File: config.mk
export PLATFORM = sky130hd
export DESIGN_NAME = vga_demo_sequencer
export DESIGN_NICKNAME = d
export VERILOG_FILES = /design/src/rtl/vga_demo_sequencer.sv
export SDC_FILE = /design/constraint.sdc
export NUM_CORES = 1
export LEC_CHECK = 0
export ABC_AREA = 1
export CAP_MARGIN = 20
export CORE_MARGIN = 2
export CORE_UTILIZATION = 44
export CTS_CLUSTER_DIAMETER = 60
export DETAILED_ROUTE_END_ITERATION = 8
export GPL_TIMING_DRIVEN = 0
export PLACE_DENSITY = 0.72
export SLEW_MARGIN = 20
export SYNTH_ARGS = -nofsm -noshare
export SYNTH_HDL_FRONTEND = slang
export SYNTH_SLANG_ARGS = --single-unit
File: constraint.sdc
create_clock -name clk -period 6.2 [get_ports clk]
set_clock_uncertainty 0.2 [all_clocks]
set_input_delay 1.86 -clock clk [delete_from_list [all_inputs] [get_ports clk]]
set_output_delay 1.86 -clock clk [all_outputs]
set_load 0.01 [all_outputs]
File: src/rtl/vga_demo_sequencer.sv
// ============================================================================
// vga_demo_sequencer
//
// Purpose:
//   Autonomous mode sequencer placed in front of the VGA pattern controller.
//   When enabled, it steps the controller's 3-bit pattern mode through its
//   slots every N frames. Each step reloads the controller's latched mode
//   parameters by pulsing the controller reset with the VGA timing mask
//   asserted, so the sync timing keeps running undisturbed. When disabled,
//   the user inputs pass straight through and the sequencer is frozen.
//
// Parameters:
//   DWELL_W      width of the frame dwell counter and the dwell port
//   LOAD_CYCLES  cycles ctrl_rst_n is held low per reload (>= 1)
//
// Ports:
//   clk           in   pixel clock, shared with the controller
//   reset         in   synchronous active-high reset
//   enable        in   1 = auto-sequencing, 0 = passthrough / frozen
//   ui_in         in   [7:0] user inputs (bit 7 timing mode, 3:0 sub-params)
//   frame_end     in   one-cycle pulse from the controller at end of frame
//   step          in   pulse: force a mode change at the next frame_end
//   dwell         in   [DWELL_W-1:0] frames per slot, 0 behaves as 1
//   ui_out        out  [7:0] drives the controller ui_in
//   ctrl_rst_n    out  registered, drives the controller rst_n
//   rst_vga_mask  out  registered, drives the controller rst_vga_mask
//   slot          out  [2:0] current mode slot
//   busy          out  high whenever the sequencer is not in DWELL
//
// Configuration macro:
//   VGA_DEMO_SEQ_SKIP_UNUSED_EN  when defined, the slot sequence skips the
//                                unused modes 3 and 7.
// ============================================================================
module vga_demo_sequencer #(
    parameter int DWELL_W     = 8,
    parameter int LOAD_CYCLES = 2
) (
    input  logic               clk,
    input  logic               reset,
    input  logic               enable,
    input  logic [7:0]         ui_in,
    input  logic               frame_end,
    input  logic               step,
    input  logic [DWELL_W-1:0] dwell,
    output logic [7:0]         ui_out,
    output logic               ctrl_rst_n,
    output logic               rst_vga_mask,
    output logic [2:0]         slot,
    output logic               busy
);

    // The load counter only needs to reach LOAD_CYCLES-1.
    localparam int              LC_W    = (LOAD_CYCLES > 1) ? $clog2(LOAD_CYCLES) : 1;
    localparam logic [LC_W-1:0] LC_LAST = LC_W'(LOAD_CYCLES - 1);
    localparam logic [LC_W-1:0] LC_ONE  = LC_W'(1);
    localparam logic [DWELL_W:0] DW_ONE = (DWELL_W + 1)'(1);

    typedef enum logic [1:0] {
        ST_INIT  = 2'd0,
        ST_DWELL = 2'd1,
        ST_LOAD  = 2'd2
    } state_t;

    state_t             state;
    logic [LC_W-1:0]    load_cnt;
    logic [DWELL_W-1:0] frame_cnt;
    logic               step_pend;

    logic [DWELL_W:0]   frame_next;
    logic [DWELL_W:0]   dwell_eff;
    logic               switch_now;
    logic [2:0]         slot_next;

    // Next slot in the rotation; optionally hops over the unused modes.
    function automatic logic [2:0] next_slot(input logic [2:0] cur);
        logic [2:0] inc;
        logic [2:0] res;
        inc = cur + 3'd1;
`ifdef VGA_DEMO_SEQ_SKIP_UNUSED_EN
        res = (inc == 3'd3 || inc == 3'd7) ? inc + 3'd1 : inc;
`else
        res = inc;
`endif
        return res;
    endfunction

    // Compare in DWELL_W+1 bits so a saturated counter still triggers a
    // switch instead of wrapping to a small value.
    always_comb begin
        frame_next = {1'b0, frame_cnt} + DW_ONE;
        dwell_eff  = (dwell == '0) ? DW_ONE : {1'b0, dwell};
        switch_now = frame_end && ((frame_next >= dwell_eff) || step_pend || step);
        slot_next  = next_slot(slot);
    end

    // With the sequencer active the mode bits come from the slot, which also
    // hides the controller's live voffset modulation on those bits.
    assign ui_out = enable ? {ui_in[7], slot, ui_in[3:0]} : ui_in;

    // Sequencer FSM. Outputs are registered alongside the state so that
    // ctrl_rst_n, rst_vga_mask and busy change on the same edge as state.
    always_ff @(posedge clk) begin
        if (reset) begin
            state        <= ST_INIT;
            load_cnt     <= '0;
            frame_cnt    <= '0;
            step_pend    <= 1'b0;
            slot         <= 3'd0;
            ctrl_rst_n   <= 1'b0;
            rst_vga_mask <= 1'b0;
            busy         <= 1'b1;
        end else begin
            case (state)
                ST_INIT: begin
                    // Full controller reset including sync; step is ignored.
                    if (load_cnt == LC_LAST) begin
                        state      <= ST_DWELL;
                        load_cnt   <= '0;
                        ctrl_rst_n <= 1'b1;
                        busy       <= 1'b0;
                    end else begin
                        load_cnt <= load_cnt + LC_ONE;
                    end
                end

                ST_LOAD: begin
                    // frame_end is ignored here; a step is remembered unless
                    // the sequencer has been disabled meanwhile.
                    if (!enable) begin
                        step_pend <= 1'b0;
                    end else if (step) begin
                        step_pend <= 1'b1;
                    end
                    if (load_cnt == LC_LAST) begin
                        state        <= ST_DWELL;
                        load_cnt     <= '0;
                        ctrl_rst_n   <= 1'b1;
                        rst_vga_mask <= 1'b0;
                        busy         <= 1'b0;
                    end else begin
                        load_cnt <= load_cnt + LC_ONE;
                    end
                end

                ST_DWELL: begin
                    if (!enable) begin
                        frame_cnt <= '0;
                        step_pend <= 1'b0;
                    end else if (switch_now) begin
                        slot         <= slot_next;
                        frame_cnt    <= '0;
                        step_pend    <= 1'b0;
                        state        <= ST_LOAD;
                        load_cnt     <= '0;
                        ctrl_rst_n   <= 1'b0;
                        rst_vga_mask <= 1'b1;
                        busy         <= 1'b1;
                    end else begin
                        if (step) begin
                            step_pend <= 1'b1;
                        end
                        if (frame_end && (frame_cnt != '1)) begin
                            frame_cnt <= frame_next[DWELL_W-1:0];
                        end
                    end
                end

                default: begin
                    state        <= ST_INIT;
                    load_cnt     <= '0;
                    ctrl_rst_n   <= 1'b0;
                    rst_vga_mask <= 1'b0;
                    busy         <= 1'b1;
                end
            endcase
        end
    end

endmodule

======== After elaboration in Yosys (flattened, before gate mapping) ========
Index checks and enable logic that the tools add are counted.
storage, ports and cells
  bits in registers ....................... 18
  logic and storage cells ................. 59
cells by class
  add/sub/neg operators ................... 3
  magnitude comparators ................... 1
  eq/ne operators ......................... 8
  multiplexer cells ....................... 25
  bitwise logic cells ..................... 1
  reduce and logical (&&, ||, !) cells .... 13
operators with widths
  kind                 count
  $mux 8               4
  $mux 1               11
  $add 8x1->9 const B  1
  $ge 9x8->1           1
  $logic_not 8->1      1
  $ne 8x8->1 const B   1
  $pmux 1 s2           4
  $mux 7               1
  $mux 2               3
  $ne 2x2->1 const B   3
  $reduce_and 3->1     2
  $pmux 2 s2           1
  $reduce_and 2->1     2
  $reduce_and 4->1     1
  $add 3x1->3 const B  1
  $ne 3x1->1 const B   1
  $pmux 1 s3           1
  $eq 2x1->1 const B   1
  $eq 2x2->1 const B   1
  $logic_and 1x1->1    2
  $logic_not 2->1      1
  $logic_or 1x1->1     2
  $ne 2x1->1 const B   1
  $reduce_bool 2->1    1
  other kinds (3)      3

======== Logic depth before layout (Yosys ltp) ========
Gate-level depths: netlist of run 1.
  word-level depth ........................ 9
  gate-level depth with buffers ........... 18
  depth with buffers taken out ............ 18

======== Worst setup path before layout of run 1 ========
OpenSTA, ideal clock, no wires.
  kind .................................... in2out
  start ................................... input enable
  end ..................................... output ui_out[5]
  data arrival time ....................... 2.293 ns
  data required time ...................... 4.140 ns
  setup slack ............................. 1.847 ns
  stages .................................. 3
  cells stage by stage .................... clkbuf_1 > nand2_1 > nand2_1
on the way
  cells in the longest elaborated chain, start to end .. 1
RTL lines
  item         RTL line  text
  from (decl)  40        input logic enable,
  $mux 7       98        assign ui_out = enable ? {ui_in[7], slot, ui_in[3:0]} : ui_in;
  to (decl)    45        output logic [7:0] ui_out,
Every way passes these cells.

======== Final worst setup path of run 1 ========
Same ends and word-level chain as after synthesis.

==> run_results.csv, run 1 <==
group,metric,value,unit
worst_setup_path,r2r_start,"frame_cnt[0]",
synthesis,synth_area,1232,um^2
drt,routed_via_density,5.038,
run,maxCapViolations,0,
drt,wirelength,2684,um
grt,grt_max_degree,11,
synthesis,ys_ff_latch,18,
floorplan,fp.dieH,56.93,um
sta,drv_slew,0,
clocking,cts.repair.resized,0,
clocking,cts_made_buffers,3,
sta,fin_crit,5590,ps
sta,tightest_slew,543.8,ps
synthesis,syn_area_per_cell,7.207,um^2
worst_setup_path,cp-start-kind,"input pin",
place,post_dp_cell_area,1562,um^2
clocking,cts_root_buffer,"clkbuf_4",
clocking,clkSlewWorstSetupHoldPaths,100,ps
worst_setup_path,critical_path_required,4140,ps
drt,drc,0,
worst_setup_path,cp_max_fo,10,
synthesis,synth_fp_nets,205,
synthesis,synth_top_cell_by_area,"dfxtp_1",
layout,nNetsFinal,239,
worst_setup_path,path_class,"input pin to output pin",
layout,final_area,1598,um^2
clocking,cts_buffer_depth,2,
layout,drive_above_1_share,9.804,%
clocking,cts.sinks,18,
sta,finalCritPeriodShare,90.16,%
worst_setup_path,crit_start,"enable",
clocking,htree_levels,1,
synthesis,syn_inst,171,
clocking,cts_setup_buffers,0,
drt,drt_first_iter_violations,25,
layout,final_util,58.96,%
sta,relSlewSlack,63.61,%
run_status,outcome,"complete, no violations",
grt,track_usage,17.94,%
floorplan,core_area,2710,um^2
min_path,hold_start,"rst_vga_mask",
synthesis,synth_top_area_share,29.24,%
place,dp_hpwl,2182,um
worst_setup_path,r2r-end,"slot[1]",
grt,grt_pass1_wl,4671,um
clocking,cts_tree,"done",
grt,overflow,0,
synthesis,synth_edf_count,0,
clocking,clock_latency,300,ps
power_and_ir_drop,p_leak,0.7384,nW
place,place_worst_setup_slack,612.9,ps
min_path,hold_class,"flip-flop to flip-flop",
layout,multi_input_area,740.7,um^2
floorplan,io_pins,35,
layout,area_growth_syn_to_layout,29.64,%
worst_setup_path,reg2reg_slack,3570,ps
sta,finalSetupViolations,0,
layout,layout.area.seq,360.3,um^2
sta,tns,0,ps
drt,firstDrtPassIters,4,
layout,fillers,254,
sta,setup_ws,609.8,ps
synthesis,ys_top_cells_by_area,"dfxtp_1 (29%), nand2_1 (14%), ha_1 (13%)",
place,io_buffer_count,29,
synthesis,async_flop_share,0,%
worst_setup_path,crit_path_end,"ui_out[5]",
worst_setup_path,r2r_cells,17,
synthesis,synth_common_cells,"nand2_1 (45), inv_1 (23), dfxtp_1 (18)",
place,gp_congestion,0.8141,
floorplan,initial_core_util,45.48,%
drt,wire_per_inst,11.42,um
power_and_ir_drop,totalPowerFinal,0.3468,mW
grt,antenna_found_initial,0,
synthesis,ys_types,25,
synthesis,synth.most_common_cell,"nand2_1",
sta,hold_viol,0,
floorplan,die-area,3240,um^2
drt,final_antenna_net_count,0,
floorplan,die_x,56.93,um
synthesis,yosysWarnings,0,
synthesis,yosysSeqAreaShare,29.24,%
clocking,cts_hold_buffers,0,
drt,vias,1184,
floorplan,rows,19,
power_and_ir_drop,powerDensity,217.0,nW/um^2
power_and_ir_drop,peakVddDrop,251.2,uV
sta,rsz0062_at_grt,"no",
layout,antenna_cells,0,
worst_setup_path,cp.arrival,3530,ps
worst_setup_path,cp-end-kind,"output pin",
sta,clock.fmax,178.9,MHz
synthesis,synth_ff_type,"dfxtp_1",
grt,grt_pass1_vias,1167,
layer usage:
layer | vias up | GRT usage (%) | share of wire (%)
met4 | 0 | 4.983 | 1.2
met2 | 27 | 33.17 | 51
met1 | 531 | 20.82 | 43
met3 | 5 | 3.456 | 5.0
li1 | 621 | - | -
met5 | - | 0 | 0
where the power goes:
group | internal (mW) | switching (mW)
Clock | 0.0358 | 0.0381
Combinational | 0.0592 | 0.0735
Sequential | 0.131 | 0.00935
Total | 0.226 | 0.121
critical path, stage by stage:
cell and delay (ps):
clkdlybuf4s50_1 570, clkbuf_1 380, nand2_1 110, nand2_1 80, clkdlybuf4s50_1 530
per-stage QoR:
step           hold slack (ps)  std cells
2_1_floorplan            254.0        171
3_3_place_gp             243.7        231
3_5_place_dp             252.0        231
4_1_cts                  274.4        235
5_1_grt                  310.7        235
6_report                 272.0        235
worst min path at each step:
stage | end | slack, ps | cells past startpoint
2_1_floorplan | load_cnt | 250 | 2
3_3_place_gp | busy | 240 | 2
3_5_place_dp | busy | 250 | 2
4_1_cts | rst_vga_mask | 270 | 2
5_1_grt | busy | 310 | 2
6_report | rst_vga_mask | 270 | 2
flip-flops by register name, summed over array words and instances (netlist names):
signal,count
load_cnt,1
state,2
frame_cnt,8
busy,1
ctrl_rst_n,1
rst_vga_mask,1
step_pend,1
slot,3
cell type report:
type / count / area share (%)
Buffer: 7 / 2.819
Clock buffer: 4 / 2.271
Inverter: 23 / 5.403
Multi-Input combinational cell: 123 / 46.36
Sequential cell: 18 / 22.55
Tap cell: 31 / 2.428
Timing Repair Buffer: 29 / 18.17
cells by family after synthesis:
| family | Yosys count | synth area share, % |
|---|---|---|
| compound gates | 23 | 10.56 |
| buf+inv | 30 | 10.66 |
| flops | 18 | 29.24 |
| xor+xnor | 5 | 3.554 |
| simple gates | 82 | 32.79 |
| fa+ha+maj | 13 | 13.20 |
layout by cell type, fill, tap and decap left out, types with 2 or more instances in the layout:
cell type / n
xnor2_1: 2
nor2_1: 9
buf_4: 5
nand2_4: 3
inv_1: 23
a21oi_1: 16
nand2_1: 45
ha_1: 13
nor2_2: 2
dfxtp_1: 18
xor2_1: 3
nand3_1: 8
nand4_1: 9
clkbuf_1: 2
clkdlybuf4s50_1: 29
o21ai_0: 3
clkbuf_4: 3
(Power assumes the default switching activity.)
==> run 2, diff against run 1 <==
==> constraint.sdc (replaced) <==
create_clock -name clk -period 6.2 [get_ports clk]
set_clock_uncertainty 0.2 [all_clocks]
set_input_delay 1.86 -clock clk [delete_from_list [all_inputs] [get_ports clk]]
set_output_delay 1.86 -clock clk [all_outputs]
set_load 0.02 [all_outputs]
==> results of run 2 <==
The final DEF is identical to that of run 1. Status: complete, no violations.
Main changes from that run: setup slack after placement 612.9 ps -> 545.0 ps; setup slack after layout 609.8 ps -> 541.9 ps; total power 0.3468 mW -> 0.3543 mW; worst IR drop on VDD 251.2 uV -> 263.1 uV
